[src/rtl/ram_copy_dma.sv]
// Block copy / block fill initiator for the single-port synchronous system RAM.
// Copy issues read/write pairs (2 cycles per word); fill writes one word per cycle.
module ram_copy_dma #(
  parameter int AW    = 12,
  parameter int DW    = 32,
  parameter int DEPTH = 3584
) (
  input  logic          clk,
  input  logic          reset,
  input  logic          start,
  input  logic          mode,
  input  logic [AW-1:0] src,
  input  logic [AW-1:0] dst,
  input  logic [AW-1:0] len,
  input  logic [DW-1:0] fill_val,
  output logic          busy,
  output logic          done,
  output logic [AW-1:0] mem_addr,
  output logic [DW-1:0] mem_wdata,
  input  logic [DW-1:0] mem_rdata,
  output logic          mem_rnw,
  output logic          mem_cs_b
);

  typedef enum logic [2:0] {IDLE, RD, WR, FILL, FIN} state_t;

  state_t        state;
  logic [AW-1:0] cur_src;
  logic [AW-1:0] cur_dst;
  logic [AW-1:0] remaining;
  logic [DW-1:0] wdata_reg;

  function automatic logic [AW-1:0] addr_inc(input logic [AW-1:0] a);
    if (32'(a) == 32'(DEPTH - 1)) return '0;
    return a + AW'(1);
  endfunction

  // Start addresses beyond the implemented RAM are folded back once.
  function automatic logic [AW-1:0] addr_fold(input logic [AW-1:0] a);
    if (32'(a) >= 32'(DEPTH)) return a - AW'(DEPTH);
    return a;
  endfunction

  // The read issued in RD returns during WR, so the copied word cannot be
  // registered in time; it is passed straight from the RAM output to its input.
  assign mem_wdata = (state == WR) ? mem_rdata : wdata_reg;

  always_ff @(posedge clk or posedge reset) begin
    if (reset) begin
      state     <= IDLE;
      busy      <= 1'b0;
      done      <= 1'b0;
      mem_cs_b  <= 1'b1;
      mem_rnw   <= 1'b1;
      mem_addr  <= '0;
      wdata_reg <= '0;
      cur_src   <= '0;
      cur_dst   <= '0;
      remaining <= '0;
    end else begin
      done <= 1'b0;
      case (state)
        IDLE: begin
          if (start) begin
            cur_src   <= addr_fold(src);
            cur_dst   <= addr_fold(dst);
            remaining <= len;
            wdata_reg <= fill_val;
            if (len == '0) begin
              state <= FIN;
              done  <= 1'b1;
            end else if (!mode) begin
              state    <= RD;
              busy     <= 1'b1;
              mem_cs_b <= 1'b0;
              mem_rnw  <= 1'b1;
              mem_addr <= addr_fold(src);
            end else begin
              state    <= FILL;
              busy     <= 1'b1;
              mem_cs_b <= 1'b0;
              mem_rnw  <= 1'b0;
              mem_addr <= addr_fold(dst);
            end
          end
        end

        RD: begin
          state    <= WR;
          mem_rnw  <= 1'b0;
          mem_addr <= cur_dst;
        end

        WR: begin
          cur_src   <= addr_inc(cur_src);
          cur_dst   <= addr_inc(cur_dst);
          remaining <= remaining - AW'(1);
          if (remaining == AW'(1)) begin
            state    <= FIN;
            busy     <= 1'b0;
            done     <= 1'b1;
            mem_cs_b <= 1'b1;
            mem_rnw  <= 1'b1;
          end else begin
            state    <= RD;
            mem_rnw  <= 1'b1;
            mem_addr <= addr_inc(cur_src);
          end
        end

        FILL: begin
          cur_dst   <= addr_inc(cur_dst);
          remaining <= remaining - AW'(1);
          if (remaining == AW'(1)) begin
            state    <= FIN;
            busy     <= 1'b0;
            done     <= 1'b1;
            mem_cs_b <= 1'b1;
            mem_rnw  <= 1'b1;
          end else begin
            mem_addr <= addr_inc(cur_dst);
          end
        end

        FIN: begin
          state <= IDLE;
        end

        default: begin
          state    <= IDLE;
          busy     <= 1'b0;
          mem_cs_b <= 1'b1;
          mem_rnw  <= 1'b1;
        end
      endcase
    end
  end

endmodule
[config.mk]
export PLATFORM = sky130hd
export DESIGN_NAME = ram_copy_dma
export DESIGN_NICKNAME = d
export VERILOG_FILES = /design/src/rtl/ram_copy_dma.sv
export SDC_FILE = /design/constraint.sdc
export NUM_CORES = 1
export LEC_CHECK = 0
export CORE_AREA = 2 2 124 90
export CTS_CLUSTER_SIZE = 24
export DETAILED_ROUTE_END_ITERATION = 8
export DIE_AREA = 0 0 126 92
export PLACE_DENSITY = 0.95
export REMOVE_ABC_BUFFERS = 1
export SLEW_MARGIN = 40
export SYNTH_ARGS = -nofsm -noshare
export SYNTH_HDL_FRONTEND = slang
export SYNTH_SLANG_ARGS = --single-unit
[constraint.sdc]
create_clock -name clk -period 4.7 [get_ports clk]
set_input_delay 1.175 -clock clk [delete_from_list [all_inputs] [get_ports clk]]
set_output_delay 1.175 -clock clk [all_outputs]
set_load 0.02 [all_outputs]
======== Word-level counts from Yosys, hierarchy flattened ========
Cells that the tools add are included.
operators by class
  bitwise operators ....................... 2
  eq/ne operators ......................... 13
  multiplexer cells ....................... 71
  reduce and logical (&&, ||, !) cells .... 16
  add/subtract/negate cells ............... 5
  $lt $le $gt $ge ......................... 2
operator list
  cell                      count
  $mux W12                  21
  $pmux W12 S2              2
  $pmux W12 S4              1
  $pmux W12 S3              1
  $mux W1                   35
  $mux W32                  1
  $add A12 B1 Y12 const B   2
  $eq A12 B12 Y1 const B    2
  $ge A12 B12 Y1 const B    2
  $sub A12 B12 Y12 const B  2
  $eq A12 B1 Y1 const B     1
  $logic_not A12 Y1         1
  $mux W3                   4
  $pmux W3 S4               1
  $sub A12 B1 Y12 const B   1
  $ne A2 B2 Y1 const B      5
  $reduce_and A2 Y1         5
  $reduce_and A4 Y1         2
  $eq A3 B2 Y1 const B      2
  $pmux W1 S3               2
  $reduce_and A5 Y1         1
  $pmux W1 S4               1
  $reduce_bool A2 Y1        2
  $reduce_bool A4 Y1        1
  9 further kinds           11
word-level totals
  logic and storage cells ................. 119
  output and inout port bits .............. 48
  bits in registers ....................... 87

======== Depth between registers and ports, before layout ========
Gate-level depths: netlist (run 1).
  depth after elaboration ................. 11
  depth in mapped cells ................... 9

======== Least setup slack after synthesis (run 1) ========
OpenSTA, ideal clock, no wires.
  path kind ............................... register to output
  start point ............................. register state[0]
  end point ............................... output port mem_wdata[10]
  setup slack ............................. 1.867 ns
  stages on the path, launching flop included .. 7
  data arrival time ....................... 1.658 ns
  path buffers ............................ 3
  path through ............................ dfrtp_1 -> clkbuf_1 -> nor3_2 -> clkbuf_1 -> clkbuf_1 -> nand2_1 -> nand2_1
between the ends
  longest elaborated chain between the ends .. 2
RTL lines
  what                    RTL line  text
  from (decl)             27        state_t state;
  from (signal assigned)  50        state <= IDLE;
  from (signal assigned)  70        state <= FIN;
  from (signal assigned)  73        state <= RD;
  $eq A3 B2 Y1            46        assign mem_wdata = (state == WR) ? mem_rdata : wdata_reg;
  $mux W32                46
  to (decl)               19        output logic [DW-1:0] mem_wdata,
Every way passes these cells.

======== Final worst setup path (run 1) ========
  start point ............................. register state[0]
  end point ............................... output port mem_wdata[8]
The elaborated chain is that of the path after synthesis.

==> results.ini, run 1 <==
[layout]
nets=944
fin_util_pct=68.99
n_antenna_cell=0
largest_register_ffs=32
multi_input_area_um2=2988
num-fill-cells=822
seqCellArea_um2=2180
syn2layout_area_growth_pct=35.22
final_layout_size_suffix_gt1_share_pct=6.436

[worst_setup_path]
worst_ep_arrival_time_ns=2.69
path_delay_family=buffers and inverters
worstPathRequired_ns=3.52
reg2reg_from=cur_dst[0]$_DFFE_PP0P_
slowest_delay_ns=0.74
worst_path_most_repeated_cell=nand2_1
cp_max_fo=39
critPathLaunchType=flop
worstRegToRegCells=6
path_cells=nor2b_1, nand2b_1, buf_4, nand2_1, nand2_1, clkdlybuf4s50_1
critPathKind=reg2out
critPathBufInv=2
crit_cells=6
cp-end-kind=primary output
cpMaxStageDelayCell=dfrtp_1
crit_start=state[0]$_DFFE_PP0P_

[clocking]
clockBufferDepth=2
cts_hold_buf=0
cts_num_sinks=87
post_cts_buffers=0
cts_buffers=9
postCtsResizedCells=0
root_buffer=clkbuf_16
clk_pin_slew_ns=0.06
clock_latency_ns=0.35
cts_tree=yes
htreeDepth=3

[min_path]
hold_path.startpoint=wdata_reg[6]$_DFFE_PP0P_
hold_depth=2
hold_path_class=reg2reg

[synthesis]
synth_edf_count=0
synth_warnings=0
async_reset_ff_share_pct=100.0
avgSynthCellArea_um2=7.649
yosys_most_used_dff=dfrtp_1
synth_area_um2=5393
synth-seq-cells=87
synth_area_leaders=dfrtp_1 (39%), nand2_1 (16%), nor2_1 (3.9%)
postSynthCellCount=705
synth_cell_type_count=69
synth_seq_area_share_pct=40.42
netlist.area_leader.share_pct=39.44
yosys.area.top_type=dfrtp_1

[flow_run]
cap_viol_max_count=0

[sta]
worstMarginPinSlew_ns=0.8672
timing.final.crit_period_ns=3.867
clock-skew-final_ns=0.005166
holdWs_ns=0.4735
setup_tns_ns=0
setup_viol=0
clock.fmax_mhz=258.6
hold_viol=0
post-route-period-util_pct=82.27
finalWorstSetupSlack_ns=0.8333
rsz0062_at_grt=no
slew_headroom_pct=42.01
drv_slew=0

[pwr]
switchingPower_mw=1.025
p_seq_share_pct=40.7
p_comb_share_pct=33.9
internal-power_mw=1.814
ir_drop_v=0.0002327
p_per_area_nw_per_um2=389.3
pwr-share-clk_pct=25.5
total_power_mw=2.839
p_sw_share_pct=36.10
leakagePower_nw=3.219

[placed_design]
pre_cts_slack_ns=1.153
place_congestion=0.9206
io_buffers=151
dp_hpwl_um=11410

[routing]
drc=0
drt_pass1_iterations=5
drt_iter0_drc=673
detail_route.wl_per_cell_um=16.68
wl_um=16270
drt.antenna.violating_nets=0
num_vias=5752
vias_per_cell=5.899

[global_route]
track_usage_pct=28.08
grt_pass1_vias=5303
grt_first_pass_wirelength_um=26110
grt_start_max_net_pins=44
antenna_found_initial=0
grt_overflow=0

[die]
row_count=32
initial_core_util_pct=51.02
chipWidth_um=126
die_area_um2=11590
die_h_um=92
core_area_um2=10570
io_pins=152

[run_status]
run_status=finished, final reports clean

==> worst register-to-register path, stage by stage (launching register included) <==
cell       delay, ns
dfrtp_1         0.39
ha_1            0.31
nand4_1         0.37
nor4_4          0.54
nor4_1          0.09
a2111oi_0       0.57
o21ai_1         0.14
==> per-layer routing <==
layer | routed length (um) | up-vias | part of all wire [%] | track usage [%]
li1 | - | 2687 | - | -
met1 | 6810 | 2710 | 42 | 38.91
met4 | 304 | 0 | 1.9 | 6.868
met2 | 7483 | 321 | 46 | 43.41
met5 | 0 | - | 0 | 0
met3 | 1669 | 34 | 10 | 8.460
==> power groups by stage <==
stage	clock network, mW	logic [mW]	registers (mW)
after floorplan	0	0.537	1.15
after global placement	0	0.906	1.14
after detailed placement	0	0.939	1.15
after CTS	0.729	0.951	1.14
after global routing	0.762	1.05	1.18
final	0.723	0.961	1.15
==> per-stage QoR <==
step / std cells / instance area, um^2
final: 975 / 7292
after global routing: 975 / 7292
after CTS: 975 / 7292
after detailed placement: 959 / 6993
after global placement: 959 / 6992
after floorplan: 660 / 5206
==> cell families (layout without fill, tap and decap cells) <==
family                   after synthesis  in the layout  share of synthesized area [%]
buffers and inverters                 59            193                          4.431
adder cells (fa/ha/maj)                6              6                          1.392
AO/OA/AOI/OAI                        158            158                          19.28
flip-flops                            87             87                          40.42
multiplexers                          11             11                          2.227
AND/OR/NAND/NOR                      368            368                          29.65
XOR/XNOR                              16             16                          2.599
==> final timing paths <==
kind | to | slack [ns]
max | mem_wdata[8] | 0.83
min | wdata_reg[6]$_DFFE_PP0P_ | 0.47
max reg2reg | mem_addr[0]$_DFFE_PP0P_ | 2.15
min reg2reg | wdata_reg[6]$_DFFE_PP0P_ | 0.47
max in group asynchronous | mem_rnw$_DFFE_PP1P_ | 2.70
min in group asynchronous | wdata_reg[31]$_DFFE_PP0P_ | 1.16
==> layout by cell type, fill, tap and decap left out, types with 5 or more instances in the layout <==
| cell | instances |
|---|---|
| or3_1 | 5 |
| nand3_1 | 14 |
| nor3_1 | 17 |
| nand2_1 | 237 |
| o22ai_1 | 8 |
| a21oi_1 | 35 |
| a22oi_1 | 7 |
| a22o_1 | 6 |
| a31oi_1 | 7 |
| nor2_1 | 56 |
| inv_1 | 13 |
| ha_1 | 6 |
| dfrtp_1 | 85 |
| o21ai_1 | 8 |
| buf_4 | 12 |
| a221oi_1 | 7 |
| nor4_1 | 6 |
| clkdlybuf4s50_1 | 151 |
| o21ai_0 | 42 |
| xor2_1 | 10 |
| clkbuf_16 | 9 |
| mux2_2 | 7 |
| xnor2_1 | 6 |
==> final cells by class <==
class | instances | area share [%]
well taps | 136 | 2.334
multi-input cells | 559 | 40.97
flip-flops and latches | 87 | 29.89
clock inverters | 6 | 0.9609
inverters | 14 | 0.7378
repair buffers | 163 | 21.96
clock buffers | 10 | 3.140
==> cell usage after synthesis (all sizes together) (3+ instances only) <==
cell,n
nor4b,3
nor3,18
inv,14
nor2,56
clkbuf,33
a221oi,7
o22a,4
nand4,4
nand2b,4
buf,12
or4,3
a32oi,3
xnor2,6
a211oi,5
mux2i,3
nor3b,4
nor4,7
a31oi,7
or2,3
ha,6
nand3,14
o22ai,8
dfrtp,85
xor2,10
o21ai,50
a221o,4
mux2,8
a22oi,7
nor2b,3
nand2,237
a2111oi,3
or3,5
a22o,6
a21oi,37
No activity file was read; power rests on OpenSTA's default activity.
==> run 2, diff against run 1 <==
--- a/config.mk
+++ b/config.mk
@@ -5,11 +5,11 @@
 export SDC_FILE = /design/constraint.sdc
 export NUM_CORES = 1
 export LEC_CHECK = 0
-export CORE_AREA = 2 2 124 90
+export CORE_AREA = 2 2 136 98
 export CTS_CLUSTER_SIZE = 24
 export DETAILED_ROUTE_END_ITERATION = 8
-export DIE_AREA = 0 0 126 92
-export PLACE_DENSITY = 0.95
+export DIE_AREA = 0 0 138 100
+export PLACE_DENSITY = 0.86
 export REMOVE_ABC_BUFFERS = 1
 export SLEW_MARGIN = 40
 export SYNTH_ARGS = -nofsm -noshare
==> constraint.sdc (replaced) <==
create_clock -name clk -period 3.3 [get_ports clk]
set_input_delay 0.825 -clock clk [delete_from_list [all_inputs] [get_ports clk]]
set_output_delay 0.825 -clock clk [all_outputs]
set_load 0.02 [all_outputs]
==> run 2 against run 1 <==
Flip-flop and latch count is the same. Cell count grew 3.4%. Highest routed layer unchanged. Non-clock buffer count grew 4. Clock power grew 56%.
==> results.ini, run 2 (same netlist as run 1, synthesis figures left out) <==
[run_status]
run_status=finished, final reports clean  ; unchanged

[die]
row_count=35  ; was 32
io_pins=152  ; unchanged
die_area_um2=13800  ; was 11590 um^2
die_h_um=100  ; was 92 um
core_area_um2=12700  ; was 10570 um^2
chipWidth_um=138  ; was 126 um
initial_core_util_pct=42.46  ; was 51.02%

[layout]
largest_register_ffs=32  ; unchanged
final_layout_size_suffix_gt1_share_pct=6.888  ; was 6.436%
seqCellArea_um2=2180  ; unchanged
num-fill-cells=1153  ; was 822
n_antenna_cell=0  ; unchanged
final_area_um2=7421  ; was 7292 um^2
syn2layout_area_growth_pct=37.61  ; was 35.22%
nets=948  ; was 944
final_cell_mix=nand2_1 (237), clkdlybuf4s50_1 (151), dfrtp_1 (85), nor2_1 (56), o21ai_0 (42)  ; unchanged
multi_input_area_um2=2988  ; unchanged
final_common_cell=nand2_1  ; unchanged

[sta]
slew_headroom_pct=49.63  ; was 42.01%
setup_tns_ns=0  ; unchanged
finalWorstSetupSlack_ns=0.2111  ; was 0.8333 ns
setup_viol=0  ; unchanged
clock-skew-final_ns=0.009005  ; was 0.005166 ns
hold_viol=0  ; unchanged
rsz0062_at_grt=no  ; unchanged
timing.final.crit_period_ns=3.089
clock.fmax_mhz=323.7
drv_slew=0  ; unchanged
worstMarginPinSlew_ns=0.7531  ; was 0.8672 ns
holdWs_ns=0.4749  ; was 0.4735 ns
post-route-period-util_pct=93.60

[pwr]
ir_drop_v=0.0002925  ; was 0.0002327 V
leakagePower_nw=3.280  ; was 3.219 nW
p_per_area_nw_per_um2=555.5  ; was 389.3 nW/um^2

[clocking]
post_cts_buffers=0  ; unchanged
cts_hold_buf=0  ; unchanged
root_buffer=clkbuf_16  ; unchanged
clk_pin_slew_ns=0.06  ; about the same
cts_buffers=9  ; unchanged
cts_num_sinks=87  ; unchanged
htreeDepth=3  ; unchanged
cts_tree=yes  ; unchanged
clockBufferDepth=2  ; unchanged
postCtsResizedCells=0  ; unchanged
clock_latency_ns=0.34  ; was 0.35 ns

[min_path]
hold_depth=2  ; unchanged
hold_path_class=reg2reg  ; unchanged
min_to=wdata_reg[2]$_DFFE_PP0P_  ; was wdata_reg[6]$_DFFE_PP0P_
hold_path.startpoint=wdata_reg[2]$_DFFE_PP0P_  ; was wdata_reg[6]$_DFFE_PP0P_

[flow_run]
cap_viol_max_count=0  ; unchanged

[routing]
wl_met2_um=6724  ; was 7483 um
wl_um=15730  ; was 16270 um
drc=0  ; unchanged
m1WireLength_um=7285  ; was 6810 um
dr_wl_met3_um=1584  ; was 1669 um
drt.antenna.violating_nets=0  ; unchanged
drt_iter0_drc=575  ; was 673
drt_pass1_iterations=5  ; unchanged
num_vias=5658  ; was 5752
highest_layer=met4  ; unchanged
detail_route.wl_per_cell_um=15.60  ; was 16.68 um
vias_per_cell=5.613  ; was 5.899

[placed_design]
pre_cts_slack_ns=0.2666  ; was 1.153 ns
io_buffers=151  ; unchanged
dp_hpwl_um=11310  ; was 11410 um
postPlaceCellArea_um2=7086  ; was 6993 um^2
place_congestion=0.9298  ; was 0.9206

[global_route]
grt_start_max_net_pins=56  ; was 44
track_usage_pct=22.65  ; was 28.08%
grt_first_pass_wirelength_um=25630  ; was 26110 um
grt_overflow=0  ; unchanged
grt_pass1_vias=5203  ; was 5303
antenna_found_initial=0  ; unchanged

[worst_setup_path]
critPathBufInv=3  ; was 2
slowest_delay_ns=0.60  ; was 0.74 ns
cp_max_fo=39  ; unchanged
crit_cells=7  ; was 6
worstPathRequired_ns=2.47  ; was 3.52 ns
critPathKind=reg2out  ; unchanged
critPathLaunchType=flop  ; unchanged
cpMaxStageDelayCell=clkdlybuf4s50_1  ; was dfrtp_1
worst_ep_arrival_time_ns=2.26  ; was 2.69 ns
ff2ff_setup_slack_ns=0.84  ; was 2.15 ns
worst_path_most_repeated_cell=nand2_1  ; unchanged
reg2reg_from=cur_dst[0]$_DFFE_PP0P_  ; unchanged
path_cells=nor2b_1, buf_4, nand2b_1, buf_6, nand2_1, nand2_1, clkdlybuf4s50_1  ; was nor2b_1, nand2b_1, buf_4, nand2_1, nand2_1, clkdlybuf4s50_1
worstRegToRegCells=6  ; unchanged
path_delay_family=buffers and inverters  ; unchanged
r2r_end=mem_addr[9]$_DFFE_PP0P_  ; was mem_addr[0]$_DFFE_PP0P_
cp-end-kind=primary output  ; unchanged

run 2: stage by stage:
step                utilization (%)  total power [mW]  cells
finish                        58.43             4.122   1008
global route                  58.43             4.366   1008
CTS                           58.40             4.121   1008
detailed placement            55.79             2.984    993
global placement              55.78             2.944    993
floorplan                         -             2.400    660
run 2: tightest hold or removal path: cells and delay by family (launching register included):
| kind | cells | cell delay, ns |
|---|---|---|
| simple gates | 2 | 0.11 |
| flops | 1 | 0.34 |
run 2: area by class of cell:
| type | count | share of cell area, % |
|---|---|---|
| multi-input combinational | 559 | 40.26 |
| sequential | 87 | 29.37 |
| timing repair buffer | 167 | 22.37 |
| clock buffer | 12 | 3.591 |
| tap | 166 | 2.799 |
| clock inverter | 3 | 0.8767 |
| inverter | 14 | 0.7250 |
run 2: layer usage:
metal  vias to the layer above  track usage [%]
met5                         -                0
met4                         0            3.218
met3                        22            7.395
met2                       283            33.24
met1                      2647            33.45
li1                       2706                -
run 2: where the power goes:
part | switching, mW | internal [mW] | total (mW) | leakage, nW
registers | 0.316 | 1.33 | 1.65 | 1.08
logic | 0.680 | 0.668 | 1.35 | 2.04
clock network | 0.408 | 0.720 | 1.13 | 0.165
total | 1.40 | 2.72 | 4.12 | 3.28
run 2: worst max-delay path by stage:
stage               slack [ns]                       to                  from
global placement          0.31  mem_addr[6]$_DFFE_PP0P_                len[0]
detailed placement        0.27  mem_addr[8]$_DFFE_PP0P_                len[0]
floorplan                 0.06             mem_wdata[0]  state[1]$_DFFE_PP0P_
CTS                       0.11            mem_wdata[16]  state[1]$_DFFE_PP0P_
global route              0.06             mem_wdata[5]  state[1]$_DFFE_PP0P_
finish                    0.21             mem_wdata[2]  state[1]$_DFFE_PP0P_
==> run 3, diff against run 2 <==
--- a/config.mk
+++ b/config.mk
@@ -5,11 +5,11 @@
 export SDC_FILE = /design/constraint.sdc
 export NUM_CORES = 1
 export LEC_CHECK = 0
-export CORE_AREA = 2 2 136 98
+export CORE_AREA = 2 2 129 93
 export CTS_CLUSTER_SIZE = 24
 export DETAILED_ROUTE_END_ITERATION = 8
-export DIE_AREA = 0 0 138 100
-export PLACE_DENSITY = 0.86
+export DIE_AREA = 0 0 131 95
+export PLACE_DENSITY = 0.91
 export REMOVE_ABC_BUFFERS = 1
 export SLEW_MARGIN = 40
 export SYNTH_ARGS = -nofsm -noshare
==> constraint.sdc (replaced) <==
create_clock -name clk -period 3.4 [get_ports clk]
set_input_delay 0.85 -clock clk [delete_from_list [all_inputs] [get_ports clk]]
set_output_delay 0.85 -clock clk [all_outputs]
set_load 0.02 [all_outputs]
==> run 3 against run 2 <==
Via count rose by 0.72%. Design area did not move. Flip-flop and latch count did not move. Clock-buffer cell count fell by 3. Highest routed layer unchanged. Clock skew fell by 0.0024 ns. Total power barely moved. Largest power group unchanged. Critical path depth did not move. Core utilization rose by 6.9 points.
==> results.ini, run 3 (same netlist as run 1, synthesis figures left out) <==
[run_status]
run_status=finished, final reports clean  ; unchanged

[layout]
final_layout_size_suffix_gt1_share_pct=6.667  ; was 6.888%
fin_util_pct=65.36  ; was 58.43%
final_cell_mix=nand2_1 (237), clkdlybuf4s50_1 (151), dfrtp_1 (85), nor2_1 (56), o21ai_0 (42)  ; unchanged
num-fill-cells=958  ; was 1153
final_area_um2=7421  ; unchanged
n_antenna_cell=0  ; unchanged
final_common_cell=nand2_1  ; unchanged
instances_no_fill=997  ; was 1008
nets=945  ; was 948
largest_register_ffs=32  ; unchanged
syn2layout_area_growth_pct=37.61  ; unchanged

[die]
io_pins=152  ; unchanged
initial_core_util_pct=47.49  ; was 42.46%
die_h_um=95  ; was 100 um
core_area_um2=11350  ; was 12700 um^2
chipWidth_um=131  ; was 138 um
row_count=33  ; was 35
die_area_um2=12450  ; was 13800 um^2

[global_route]
grt_pass1_vias=5265  ; was 5203
grt_first_pass_wirelength_um=25900  ; was 25630 um
grt_start_max_net_pins=49  ; was 56
track_usage_pct=26.54  ; was 22.65%
antenna_found_initial=0  ; unchanged
grt_overflow=0  ; unchanged

[routing]
drt.antenna.violating_nets=0  ; unchanged
drt_pass1_iterations=5  ; unchanged
drc=0  ; unchanged
vias_per_cell=5.716  ; was 5.613
detail_route.wl_per_cell_um=16.19  ; was 15.60 um
num_vias=5699  ; was 5658
wl_um=16140  ; was 15730 um
drt_iter0_drc=584  ; was 575

[clocking]
clockBufferDepth=2  ; unchanged
post_cts_buffers=0  ; unchanged
clk_pin_slew_ns=0.06  ; about the same
cts_hold_buf=0  ; unchanged
root_buffer=clkbuf_16  ; unchanged
cts_buffers=9  ; unchanged
postCtsResizedCells=0  ; unchanged
htreeDepth=3  ; unchanged
cts_num_sinks=87  ; unchanged
clock_latency_ns=0.34  ; about the same
cts_tree=yes  ; unchanged

[pwr]
ir_drop_v=0.0003208  ; was 0.0002925 V
p_per_area_nw_per_um2=555.6  ; was 555.5 nW/um^2
total_power_mw=4.123  ; was 4.122 mW
leakagePower_nw=3.272  ; was 3.280 nW

[placed_design]
dp.cells=981  ; was 993
dp_hpwl_um=11550  ; was 11310 um
postPlaceCellArea_um2=7052  ; was 7086 um^2
pre_cts_slack_ns=0.3550  ; was 0.2666 ns
place_congestion=0.9166  ; was 0.9298
io_buffers=151  ; unchanged

[sta]
hold_viol=0  ; unchanged
setup_tns_ns=0  ; unchanged
rsz0062_at_grt=no  ; unchanged
finalWorstSetupSlack_ns=0.1915  ; was 0.2111 ns
drv_slew=0  ; unchanged
worstMarginPinSlew_ns=0.8398  ; was 0.7531 ns
holdWs_ns=0.4742  ; was 0.4749 ns
slew_headroom_pct=43.81  ; was 49.63%
timing.final.crit_period_ns=3.208
clock-skew-final_ns=0.006653  ; was 0.009005 ns
clock.fmax_mhz=311.7
setup_viol=0  ; unchanged
post-route-period-util_pct=94.37

[worst_setup_path]
cp_max_fo=39  ; unchanged
ff2ff_setup_slack_ns=0.82  ; was 0.84 ns
worstPathRequired_ns=2.55  ; was 2.47 ns
worst_ep_arrival_time_ns=2.36  ; was 2.26 ns
critPathLaunchType=flop  ; unchanged
cp-end-kind=primary output  ; unchanged
critPathKind=reg2out  ; unchanged

[flow_run]
cap_viol_max_count=0  ; unchanged

[min_path]
hold_path_class=reg2reg  ; unchanged

## run 3: report_power, final
part	internal, mW	leakage [nW]	switching, mW
logic	0.647	2.02	0.668
registers	1.29	1.08	0.306
clock network	0.795	0.172	0.416
total	2.73	3.27	1.39
## run 3: layout make-up
class | instances | area, um^2 | area share [%]
well taps | 157 | 196.4 | 2.647
multi-input cells | 559 | 2988 | 40.26
flip-flops and latches | 87 | 2180 | 29.37
inverters | 14 | 53.80 | 0.7250
clock buffers | 9 | 225.2 | 3.035
repair buffers | 164 | 1634 | 22.02
clock inverters | 7 | 143.9 | 1.939
## run 3: critical path, stage by stage, from the launching register on
cell             delay (ns)
dfrtp_1                0.46
nor2b_1                0.16
buf_4                  0.15
nand2b_1               0.07
buf_4                  0.35
nand2_1                0.13
nand2_1                0.08
clkdlybuf4s50_1        0.59
## run 3: worst paths after layout
path                                                  end                     start  cells after the start
worst min-delay path             wdata_reg[0]$_DFFE_PP0P_  wdata_reg[0]$_DFFE_PP0P_                      2
max in group asynchronous         mem_addr[3]$_DFFE_PP0P_                     reset                      3
worst min register to register   wdata_reg[0]$_DFFE_PP0P_  wdata_reg[0]$_DFFE_PP0P_                      2
worst max register to register     cur_dst[1]$_DFFE_PP0P_    cur_dst[0]$_DFFE_PP0P_                      6
worst max-delay path                        mem_wdata[29]      state[1]$_DFFE_PP0P_                      7
min in group asynchronous       wdata_reg[10]$_DFFE_PP0P_                     reset                      2
## run 3: layer usage
layer / share of wire [%] / vias to the layer above / wire [um] / global-route usage (%)
met3: 9.7 / 25 / 1561 / 5.439
met4: 1.2 / 0 / 189 / 5.142
met2: 45 / 300 / 7255 / 40.98
li1: - / 2698 / - / -
met1: 44 / 2676 / 7130 / 38.89
met5: 0 / - / 0 / 0
